### config.mk
export PLATFORM = sky130hd
export DESIGN_NAME = argmax_select
export DESIGN_NICKNAME = d
export VERILOG_FILES = /design/src/rtl/argmax_select.sv
export SDC_FILE = /design/constraint.sdc
export NUM_CORES = 1
export LEC_CHECK = 0
export CAP_MARGIN = 20
export CORE_AREA = 5 5 61 63
export DETAILED_ROUTE_END_ITERATION = 12
export DIE_AREA = 0 0 66 68
export GPL_TIMING_DRIVEN = 0
export PLACE_DENSITY = 0.82
export SYNTH_ARGS = -nofsm -noshare
export SYNTH_HDL_FRONTEND = slang
export SYNTH_SLANG_ARGS = --single-unit
export TNS_END_PERCENT = 1
### constraint.sdc
create_clock -name clk -period 1.95 [get_ports clk]
set_clock_uncertainty 0.15 [all_clocks]
set_input_delay 0.195 -clock clk [delete_from_list [all_inputs] [get_ports clk]]
set_output_delay 0.195 -clock clk [all_outputs]
set_load 0.005 [all_outputs]
### src/rtl/argmax_select.sv
// Argmax over a serial vector of M signed words.
// Emits index and value of the largest word per vector.
module argmax_select #(
  parameter int M    = 3,
  parameter int T    = 8,
  parameter int LOGM = (M > 1) ? $clog2(M) : 1
) (
  input  logic            clk,
  input  logic            reset,
  input  logic            s_valid,
  output logic            s_ready,
  input  logic [T-1:0]    data_in,
  output logic            m_valid,
  input  logic            m_ready,
  output logic [LOGM-1:0] idx_out,
  output logic [T-1:0]    max_out
);

  typedef enum logic {
    ACC,
    OUT
  } state_t;

  localparam logic [LOGM-1:0] LAST = LOGM'(M - 1);

  state_t                state;
  logic [LOGM-1:0]       count;
  logic signed [T-1:0]   best_val;
  logic [LOGM-1:0]       best_idx;
  logic signed [T-1:0]   win_val;
  logic [LOGM-1:0]       win_idx;

  // Accept words only while collecting and never in reset.
  always_comb begin
    s_ready = !reset && (state == ACC);
  end

  // Winner including the word offered this cycle; word 0 seeds.
  always_comb begin
    win_val = best_val;
    win_idx = best_idx;
    if (count == '0) begin
      win_val = $signed(data_in);
      win_idx = '0;
    end else if ($signed(data_in) > best_val) begin
      win_val = $signed(data_in);
      win_idx = count;
    end
  end

  // Collect/hold state machine with registered result.
  always_ff @(posedge clk) begin
    if (reset) begin
      state    <= ACC;
      count    <= '0;
      best_val <= '0;
      best_idx <= '0;
      m_valid  <= 1'b0;
      idx_out  <= '0;
      max_out  <= '0;
    end else begin
      unique case (state)
        ACC: begin
          if (s_valid) begin
            best_val <= win_val;
            best_idx <= win_idx;
            if (count == LAST) begin
              count   <= '0;
              state   <= OUT;
              m_valid <= 1'b1;
              idx_out <= win_idx;
              max_out <= win_val;
            end else begin
              count <= count + LOGM'(1);
            end
          end
        end
        OUT: begin
          if (m_ready) begin
            m_valid <= 1'b0;
            state   <= ACC;
          end
        end
        default: state <= ACC;
      endcase
    end
  end

endmodule

==> results of run 1 <==
## layout by cell type (no fill, tap or decap), types with 7 or more instances in the layout
cell type and n:
o21ai_0 8, clkdlybuf4s50_1 19, inv_1 8, nand2b_1 19, mux2i_1 8, or3_1 7, nor2_1 13, dfxtp_1 18
## per-layer routing
metal | vias to the layer above | routed length [um]
li1 | 618 | -
met1 | 557 | 1490
met2 | 32 | 1580
met3 | 9 | 137
met4 | 0 | 121
met5 | - | 0
## power by group through the flow
stage               Sequential, uW  Combinational [uW]  Clock, uW
finish                         533                 315        220
global route                   536                 346        237
CTS                            531                 282        220
detailed placement             540                 233          0
global placement               540                 227          0
floorplan                      538                 157          0
## cells by family (layout without fill, tap and decap cells)
family	count (synthesis)	count (layout)
AO/OA/AOI/OAI	36	36
adder cells (fa/ha/maj)	8	8
buffers and inverters	23	51
flip-flops	24	24
multiplexers	8	8
AND/OR/NAND/NOR	60	60
## through the flow
step                      instances  power, uW  hold WS, ns  setup slack (ns)
final                           233       1070        0.175            -0.156
after global routing            233       1120        0.224            -0.238
after CTS                       233       1030        0.174            -0.127
after detailed placement        227        774        0.304            -0.546
after global placement          227        767        0.294            -0.448
after floorplan                 159        696        0.200            0.0348
## flip-flops by register name, indices dropped and copies added, names as in the netlist
signal	cells
idx_out	2
count	2
state	1
best_val	8
m_valid	1
best_idx	2
max_out	8
## layout make-up
| class | count | share of cell area, % |
|---|---|---|
| Multi-Input combinational cell | 112 | 50.2 |
| Sequential cell | 24 | 26.3 |
| Timing Repair Buffer | 25 | 13.0 |
| Buffer | 11 | 3.78 |
| Tap cell | 46 | 3.10 |
| Inverter | 12 | 2.43 |
| Clock buffer | 3 | 1.21 |
## final timing paths
check              start          end
min           data_in[1]  best_val[1]
max reg2reg  best_val[7]   max_out[6]
max          best_val[7]   max_out[6]
min reg2reg      m_valid      m_valid
## critical path, cell delays in order (launching register included)
cell	delay (ns)
dfxtp_2	0.36
inv_2	0.05
ha_4	0.27
nand4_1	0.17
o22ai_2	0.21
nor2b_2	0.09
buf_6	0.13
or3_4	0.32
a311oi_2	0.27
## what timing repair did
item / CTS / global route
setup endpoints to repair: 21 / 21
pin swaps: 8 / 10
resized for setup: 30 / 16
buffers inserted: 1 / 0
gates cloned: 2 / 0
==> summary.md, run 1 <==
| Metric | Value |
|---|---|
| Count of cell types in the netlist | 33 |
| Nets | 209 |
| Layout fillers | 273 |
| IO Pins | 24 |
| Asr flop ratio synth | 0% |
| Kind of critical path | reg -> reg |
| Number of synthesized flops with an enable pin | 0 |
| Vias in the first global route | 1188 |
| Chip Height | 68 um |
| Fin area | 1850 sq um |
| Seq/Total Area, Yosys | 35.6% |
| Worst path arrival time | 2.20 ns |
| Worst slew margin | 72.5% |
| Met1 Track Usage GR | 19.4% |
| Mux cell area share after synthesis | 5.94% |
| Port-buffer cells | 22 |
| Clk slew on worst S/H paths | 0.12 ns |
| Post-Syn Area | 1350 sq um |
| Xor and xnor area share after synthesis | 0% |
| Tcrit/Tclk final | 108% |
| Clock Power Share | 20.6% |
| Sw Share | 30.2% |
| Antenna violations before repair | 0 |
| Largest net degree at the start of global routing | 13 |
| Layout area overhead | 37.5% |
| TritonCTS clock tree | built |
| Met3 Use GR | 2.13% |
| CTS Root Cell | clkbuf_4 |
| Flops & latches, synth | 24 |
| Post-DP Area | 1630 sq um |
| Compound-Gate Fraction of Synth Area | 18.2% |
| CP Capture Type | register |
| Clock sink count | 24 |
| Total gr overflow | 0 |
| Synth Area in Simple Gates | 25.9% |
| Mean Syn Cell Area | 8.48 sq um |
| Largest family of logic cells by synthesized area | simple AND/OR/NAND/NOR gates |
| H-tree depth | 1 |
| PnR worst setup slack | -0.156 ns |
| Max-cap violations | 0 |
| Outcome | finished with violations |
| Peak supply drop | 0.000273 V |
| Hold Crit Class | in -> reg |
| Clk_lat worst skew | 0.32 ns |
| Layout cell share with drive strength beyond 1 | 26.7% |
| CP Max Fanout | 5 |
| Unrepaired setup endpoints after global routing | yes |
| Drt first-iter violations | 33 |
| Leak pwr | 0.000662 uW |
| Number of vias per cell | 5.22 |
| DRC Markers | 0 |
| Routability Congestion | 0.876 |
| Post-CTS Hold Fix Bufs | 0 |
| Worst-Margin Slew | 0.413 ns |
| Hold Path Cell Cnt | 3 |
| Leading cell type by number of instances after synthesis | dfxtp_1 |
| Synth area leader | dfxtp_1 |
| Setup crit start kind | register |
| Die X | 66 um |
| Synth top area share | 35.6% |
| Peak Freq | 0.475 GHz |
| Syn Nets | 179 |
| Synth warnings | 0 |
| Comb power frac | 29.5% |
| # setup viols final | 10 |
| Final hold violation count | 0 |
| Reg area | 488 sq um |
| Multi-input gate area in the final layout | 931 sq um |
| Top FF cell, synth | dfxtp_1 |
| Core area | 3180 sq um |
| Synth Instances | 159 |
| Final min period | 2.11 ns |
| Failing checks | setup timing |
| Drt pass-1 iters | 4 |
| Commonest cells in the netlist | 24 x dfxtp_1, 19 x nand2b_1, 13 x nor2_1 |
| Die ar. | 4490 sq um |
| Total GRT Usage | 16.3% |
| HPWL Detailed | 2.25 mm |
| Synth top area cells | dfxtp_1 36%, nand2b_1 8.8%, ha_1 7.4% |
| Initial Util | 42.4% |
| Routed Antenna Nets | 0 |
| Reg2Reg Depth | 8 |
| Post-Synth Adder-Cell Area | 7.42% |
| Switching pwr | 322 uW |
| R2R setup slack | -0.16 ns |
| Clock buffer depth | 2 |
| Wire length of the first global-routing pass | 5.56 mm |
| Flop pwr share | 49.9% |
| N_diodes | 0 |
| Met2 Usage GRT | 27.9% |
| Final Max Tran Viols | 0 |
| Cell-internal power | 746 uW |
| Gr busiest metal | met2 |
| Worst Path Required | 2.05 ns |
| # rows | 21 |
| Vias | 1216 |
| DR WL/cell | 14.3 um |
| Total Wirelength | 3.33 mm |
| Setup TNS | -0.797 ns |
| TritonCTS Buffers | 3 |
| PD cells | 576 nW/um^2 |
| Util after Layout | 58.3% |
(Power assumes the default switching activity.)
==> run 2, diff against run 1 <==
--- a/config.mk
+++ b/config.mk
@@ -7,6 +7,7 @@
 export LEC_CHECK = 0
 export CAP_MARGIN = 20
 export CORE_AREA = 5 5 61 63
+export CTS_CLUSTER_DIAMETER = 80
 export DETAILED_ROUTE_END_ITERATION = 12
 export DIE_AREA = 0 0 66 68
 export GPL_TIMING_DRIVEN = 0
==> results of run 2 <==
The final DEF is identical to that of run 1; final timing and power are the same.
==> run 3, diff against run 2 <==
--- a/config.mk
+++ b/config.mk
@@ -11,7 +11,9 @@
 export DETAILED_ROUTE_END_ITERATION = 12
 export DIE_AREA = 0 0 66 68
 export GPL_TIMING_DRIVEN = 0
+export MAX_ROUTING_LAYER = met4
 export PLACE_DENSITY = 0.82
+export SLEW_MARGIN = 30
 export SYNTH_ARGS = -nofsm -noshare
 export SYNTH_HDL_FRONTEND = slang
 export SYNTH_SLANG_ARGS = --single-unit
==> results of run 3 <==
The final DEF is identical to that of run 1; final timing and power are the same.
Main changes from that run: final weighted congestion in routability-driven placement 0.876 -> 0.890; via count of the first global-routing pass 1188 -> 1187; overall routing resource usage 16.3% -> 16.7%
